`config.mk`:
```
export PLATFORM = sky130hd
export DESIGN_NAME = sb_scalar_tracker
export DESIGN_NICKNAME = d
export VERILOG_FILES = /design/src/rtl/sb_scalar_tracker.sv
export SDC_FILE = /design/constraint.sdc
export NUM_CORES = 1
export LEC_CHECK = 0
export CAP_MARGIN = 20
export CORE_UTILIZATION = 44
export CTS_CLUSTER_SIZE = 30
export DETAILED_ROUTE_END_ITERATION = 10
export PLACE_DENSITY = 0.63
export SKIP_LAST_GASP = 1
export SYNTH_ARGS = -nofsm -noshare
export SYNTH_HDL_FRONTEND = slang
export SYNTH_SLANG_ARGS = --single-unit
```
`constraint.sdc`:
```
create_clock -name CLK -period 6.39 [get_ports CLK]
set_input_delay 1.278 -clock CLK [delete_from_list [all_inputs] [get_ports CLK]]
set_output_delay 1.278 -clock CLK [all_outputs]
set_load 0.01 [all_outputs]
```
`src/rtl/sb_scalar_tracker.sv`:
```
// sb_scalar_tracker: scalar scoreboard front end, register result status table plus per-FU row tracking
module sb_scalar_tracker #(
  parameter int NUM_FU = 3,
  parameter int NUM_REGS = 32,
  parameter int TAG_W = 2,
  localparam int FU_W = $clog2(NUM_FU)
) (
  input  logic                    CLK,
  input  logic                    nRST,
  input  logic                    dispatch_valid,
  input  logic [FU_W-1:0]         dispatch_fu,
  input  logic [4:0]              dispatch_rs1,
  input  logic [4:0]              dispatch_rs2,
  input  logic [4:0]              dispatch_rd,
  input  logic                    dispatch_rd_we,
  output logic                    dispatch_ready,
  output logic                    fust_en,
  output logic [FU_W-1:0]         fust_fu,
  output logic [NUM_FU-1:0]       busy,
  output logic [NUM_FU*TAG_W-1:0] t1,
  output logic [NUM_FU*TAG_W-1:0] t2,
  output logic [NUM_FU-1:0]       issue_valid,
  input  logic [NUM_FU-1:0]       issue_ack,
  input  logic [NUM_FU-1:0]       wb_valid,
  input  logic                    flush
);
  typedef enum logic [1:0] {IDLE, WAIT, READY, EXEC} row_t;
  row_t             state_q [NUM_FU];
  row_t             state_d [NUM_FU];
  logic [TAG_W-1:0] t1_q [NUM_FU];
  logic [TAG_W-1:0] t1_d [NUM_FU];
  logic [TAG_W-1:0] t2_q [NUM_FU];
  logic [TAG_W-1:0] t2_d [NUM_FU];
  logic [TAG_W-1:0] rst_q [NUM_REGS];
  logic [TAG_W-1:0] rst_d [NUM_REGS];
  logic [NUM_FU-1:0] wb_eff;
  logic [TAG_W-1:0]  src1, src2;
  logic              accept, inv_bad;
  // drop a tag whose producer writes back this cycle
  function automatic logic [TAG_W-1:0] wake(input logic [TAG_W-1:0] tag, input logic [NUM_FU-1:0] wb);
    wake = tag;
    for (int k = 0; k < NUM_FU; k++)
      if (wb[k] && tag == TAG_W'(k + 1)) wake = '0;
  endfunction
  always_comb begin
    for (int k = 0; k < NUM_FU; k++) wb_eff[k] = wb_valid[k] && state_q[k] == EXEC;
    dispatch_ready = 32'(dispatch_fu) < NUM_FU && state_q[dispatch_fu] == IDLE && !flush &&
                     !(dispatch_rd_we && dispatch_rd != '0 && rst_q[dispatch_rd] != '0);
    accept = dispatch_valid && dispatch_ready;
    fust_en = accept;
    fust_fu = dispatch_fu;
    src1 = wake(dispatch_rs1 == '0 ? '0 : rst_q[dispatch_rs1], wb_eff);
    src2 = wake(dispatch_rs2 == '0 ? '0 : rst_q[dispatch_rs2], wb_eff);
    for (int k = 0; k < NUM_FU; k++) begin
      t1_d[k] = wake(t1_q[k], wb_eff);
      t2_d[k] = wake(t2_q[k], wb_eff);
      state_d[k] = state_q[k];
      case (state_q[k])
        IDLE: if (accept && dispatch_fu == FU_W'(k)) begin
          t1_d[k] = src1;
          t2_d[k] = src2;
          state_d[k] = (src1 == '0 && src2 == '0) ? READY : WAIT;
        end
        WAIT: state_d[k] = (t1_d[k] == '0 && t2_d[k] == '0) ? READY : WAIT;
        READY: state_d[k] = issue_ack[k] ? EXEC : READY;
        default: state_d[k] = wb_eff[k] ? IDLE : EXEC;
      endcase
      if (flush) begin
        state_d[k] = IDLE;
        t1_d[k] = '0;
        t2_d[k] = '0;
      end
      busy[k] = state_q[k] != IDLE;
      issue_valid[k] = state_q[k] == READY;
      t1[k*TAG_W +: TAG_W] = t1_q[k];
      t2[k*TAG_W +: TAG_W] = t2_q[k];
    end
    for (int r = 0; r < NUM_REGS; r++) rst_d[r] = flush ? '0 : wake(rst_q[r], wb_eff);
    if (accept && dispatch_rd_we && dispatch_rd != '0) rst_d[dispatch_rd] = TAG_W'(dispatch_fu) + TAG_W'(1);
    inv_bad = 1'b0;
    for (int r = 0; r < NUM_REGS; r++)
      for (int k = 0; k < NUM_FU; k++)
        if (rst_q[r] == TAG_W'(k + 1) && state_q[k] == IDLE) inv_bad = 1'b1;
  end
  always_ff @(posedge CLK or negedge nRST) begin
    if (!nRST) begin
      for (int k = 0; k < NUM_FU; k++) begin
        state_q[k] <= IDLE;
        t1_q[k] <= '0;
        t2_q[k] <= '0;
      end
      for (int r = 0; r < NUM_REGS; r++) rst_q[r] <= '0;
    end else begin
      state_q <= state_d;
      t1_q <= t1_d;
      t2_q <= t2_d;
      rst_q <= rst_d;
    end
  end
  for (genvar k = 0; k < NUM_FU; k++) begin : g_chk
    assert property (@(posedge CLK) disable iff (!nRST) wb_valid[k] |-> state_q[k] == EXEC);
    assert property (@(posedge CLK) disable iff (!nRST) issue_ack[k] |-> state_q[k] == READY);
  end
  assert property (@(posedge CLK) disable iff (!nRST) !inv_bad);
endmodule

```
**Yosys cells after proc, flatten, opt, wreduce, memory -nomap -nowiden**

Index checks and enable logic that the tools add are counted.

- Input bits: 28
- Flip-flop bits (word level): 82

- Add/subtract/negate cells: 1
- $lt $le $gt $ge: 6
- Reduce and logical (&&, ||, !) cells: 161
- Bitwise gates (word level): 4
- Mux-type cells: 207
- Eq/ne operators: 134

Operator list:

| operator | count |
|---|---|
| $mux 2 | 194 |
| $eq 2x2->1 const B | 87 |
| $logic_and 1x1->1 | 139 |
| $eq 2x1->1 const B | 44 |
| $bwmux 64 | 1 |
| $mux 64 | 1 |
| $bmux 2 s5 | 3 |
| $logic_not 2->1 | 13 |
| $ge 6x6->1 const B | 3 |
| $not 5->6 | 3 |
| $pmux 2 s3 | 3 |
| $demux 2 s5 | 1 |
| $logic_not 5->1 | 2 |
| $ne 3x3->1 const B | 3 |
| $reduce_bool 2->1 | 4 |
| $lt 6x1->1 const B | 1 |
| $reduce_bool 5->1 | 1 |
| $bmux 2 s2 | 1 |
| $ge 3x3->1 const B | 1 |
| $mux 1 | 3 |
| $not 2->3 | 1 |
| $add 2x1->2 const B | 1 |
| $logic_not 1->1 | 2 |
| $lt 2x2->1 const B | 1 |

**Depth between registers and ports, before layout**

- Depth in word-level cells: 16
- Gate-level depth with buffers: 10
- Mapped depth without buffers: 9

**Worst setup path after synthesis**

OpenSTA, ideal clock, no wires.

- Kind: input -> output
- Start: input port dispatch_rd[1]
- End: output port fust_en
- Arrival: 2.737 ns
- Stages on the path: 7
- Path buffers: 2
- Path slack: 2.375 ns
- Path through: buf_2 > buf_4 > mux4_2 > o22ai_1 > nor4_1 > o211ai_1 > inv_2

- Cells in the longest elaborated chain, start to end: 9
- Elaborated cells between the ends (all ways): 11
- Classes of those cells: 3 x mux; 1 x bitwise; 7 x reduce/logical

Ends and longest elaborated chain:

| item | RTL line | RTL |
|---|---|---|
| start: declaration | 14 | `input logic [4:0] dispatch_rd,` |
| $not 5->6 (implied by the code) | 48 | `!(dispatch_rd_we && dispatch_rd != '0 && rst_q[dispatch_rd] != '0);` |
| $bmux 2 s5 | 48 |  |
| $mux 2 (implied by the code) (2 in a row) | 48 |  |
| $reduce_bool 2->1 | 48 |  |
| $logic_and 1x1->1 (*) | 48 |  |
| $logic_not 1->1 (*) | 48 |  |
| $logic_and 1x1->1 (*) | 47 | `dispatch_ready = 32'(dispatch_fu) < NUM_FU && state_q[dispatch_fu] == IDLE && !flush &&` |
| $logic_and 1x1->1 (*) | 49 | `accept = dispatch_valid && dispatch_ready;` |
| end: declaration | 17 | `output logic fust_en,` |

Mark *: on every way between the ends. The rest lies on a longest branch, timed or not. The select of a mux whose other input is x is not followed.

**Worst setup path after layout**

Same ends and word-level chain as after synthesis.

==> qor.csv <==
metric,value,unit
cell taking the most area after synthesis,dfrtp_1,
mean post-synth cell area,9.18,µm²
WL final,19900,µm
PortBufs,49,
H-tree depth reported by CTS,3,
Initial Util,45.5,%
largest net degree at the start of global routing,83,
FF-to-FF Start,rst_q[2]$_DFF_PN0_,
Yosys cell types,68,
RD Place Congestion,0.958,
Worst Hold Class,reg2reg,
Die Y,119,µm
switching pwr,0.338,mW
hold path startpoint,state_q[1]$_DFFE_PN0P_,
endpoint class of the critical path,primary output,
post-route cell area,0.00700,mm²
internal power,0.981,mW
most numerous cell in the Yosys netlist,nand2_1,
Comb power frac,12.8,%
Starting DRT DRC Count,657,
ANT cells,0,
GRT overflow,0,
# hold bufs at CTS,0,
# Post-CTS Setup Buffers,0,
peak supply drop,0.000159,V
first-pass GRT wire length,31700,µm
clk slew on worst S/H paths,0.06,ns
Setup Skew,0.0122,ns
#FFs+latches synth,82,
dpl hpwl,13000,µm
CTS tree,done,
most frequent cells after synthesis,"nand2_1 (92), dfrtp_1 (82), nor2_1 (76)",
sequential share of power,39.9,%
Mapped Nets,693,
Slew Limit Fails,0,
CP Class,in2out,
Pwr Total,1.32,mW
Worst Hold End,state_q[1]$_DFFE_PN0P_,
Ports,50,
max frequency,179,MHz
CTS sink cnt,82,
Mapped Area,0.00607,mm²
Max-slew headroom,28.2,%
final setup TNS,0,ns
status,"complete, no violations",
Final Hold Viols,0,
Worst Path Required,5.11,ns
Final nets,707,
worst slew pin tran,1.07,ns
drt first pass iters,5,
post-synth top area share,33.8,%
synth top area cells,"dfrtp_1 (34%), o2111ai_1 (8.4%), mux4_2 (8.2%), nand2_1 (5.7%), nor2_1 (4.7%)",
Core Rows,42,
die footprint,0.0143,mm²
hold path depth,1,
final worst-path cycle share,87.3,%
Ys Warns,0,
vias per cell,6.93,
Area Growth Syn to Fin,15.3,%
PostCTS Resize Cnt,0,
Core Box Area,0.0133,mm²
wire per inst,23.2,µm
Total GRT Usage,29.2,%
die span in x,119,µm
reg2reg end,rst_q[55]$_DFF_PN0_,
post-route ant nets,0,
switch share,25.6,%
register area share after synthesis,33.8,%
initial antenna violation count,0,
Num CTS Buffers,9,
fraction of layout cells with a size suffix above 1,10.6,%
worst skew pair latency,0.37,ns
CP max FO,15,
Placed Area,0.00658,mm²
drc violations,0,
R2R setup slack,3.39,ns
fraction of registers with async set/reset,100,%
Clock Tree Buf Depth,2,
number of flops mapped to enable cells by yosys,0,
setup violators final,0,
Most used DFF post-synth,dfrtp_1,
Synth Instances,661,
Setup crit start kind,input pin,
part of the power in the clock network,47.2,%
vias in the first global route,5584,
power per cell area,188,mW/mm²
crit path DAT,4.30,ns
reg2reg path depth,9,
Tmin final,5.58,ns
vias,5932,
Max Cap Viol,0,
Clock Root Buffer,clkbuf_16,
Pleak,2.59,nW
RSZ-0062 raised after global routing,false,
==> layout make-up <==
cell class / count / area [µm²]
clock buffers: 12 / 246
clock inverters: 4 / 98.8
fillers: 1221 / 6350
well taps: 176 / 220
repair buffers: 61 / 631
flip-flops and latches: 82 / 2050
multi-input cells: 506 / 3700
inverters: 15 / 56.3
==> worst max-delay path, cell delays in order <==
cell             delay (ns)
clkdlybuf4s50_1        0.96
mux4_2                 0.36
o22ai_1                0.09
nor4_1                 0.67
o211ai_1               0.25
inv_2                  0.14
clkdlybuf4s50_1        0.54
==> logic make-up (layout without fill, tap and decap cells) <==
logic type               count (synthesis)  count (layout)  synth area share (%)
adder cells (fa/ha/maj)                  4               4                 0.824
flip-flops                              82              82                  33.8
multiplexers                            64              64                  17.7
AND/OR/NAND/NOR                        238             238                  17.8
buffers and inverters                   73              92                  5.34
AO/OA/AOI/OAI                          200             200                  24.5
==> routing by layer <==
layer	up-vias	wire (µm)	global-route usage, %
met5	-	0	0
met4	0	574	14.6
met3	49	1810	6.32
met2	315	9000	42.6
met1	2967	8470	40.9
li1	2601	-	-
==> flip-flops by register name, summed over array words and instances, names as in the netlist <==
register  cells
state_q       6
t2            6
rst_q        64
t1            6
==> layout by cell type, fill, tap and decap left out, types with 8 or more instances in the layout <==
cell type / instances
o211ai_1: 17
mux2i_1: 12
nand3_1: 10
o2111ai_1: 58
clkbuf_16: 9
mux4_1: 8
o41ai_1: 17
nand2_1: 92
o21ai_0: 44
nand4_1: 11
mux2_2: 10
mux2_1: 11
mux4_2: 22
clkdlybuf4s50_1: 48
inv_1: 12
nor2_1: 76
o21ai_1: 9
dfrtp_1: 82
buf_4: 10
a21oi_1: 11
==> through the flow <==
step	hold WS [ns]	worst slack, ns	cells	utilization, %
finish	0.562	0.813	856	52.4
global route	0.589	0.688	856	52.4
floorplan	0.507	2.38	661	-
detailed placement	0.546	0.840	837	49.3
CTS	0.559	0.798	853	51.9
global placement	0.541	0.905	837	49.3
==> worst max path at each step <==
stage | startpoint | end | slack [ns] | depth (start not counted)
after detailed placement | dispatch_rd[1] | fust_en | 0.84 | 7
after global routing | dispatch_rd[1] | fust_en | 0.69 | 7
after global placement | dispatch_rd[1] | fust_en | 0.90 | 7
after floorplan | dispatch_rd[1] | fust_en | 2.38 | 7
after CTS | dispatch_rd[1] | fust_en | 0.80 | 7
final | dispatch_rd[1] | fust_en | 0.81 | 7
==> power by group through the flow <==
stage          combinational [mW]  clock [mW]  sequential [mW]
5_1_grt                     0.182       0.647            0.527
3_3_place_gp                0.159           0            0.536
3_5_place_dp                0.161           0            0.536
2_1_floorplan              0.0962           0            0.536
6_report                    0.169       0.623            0.527
4_1_cts                     0.162       0.628            0.527
Note: power is estimated with default switching activity, not from simulation.
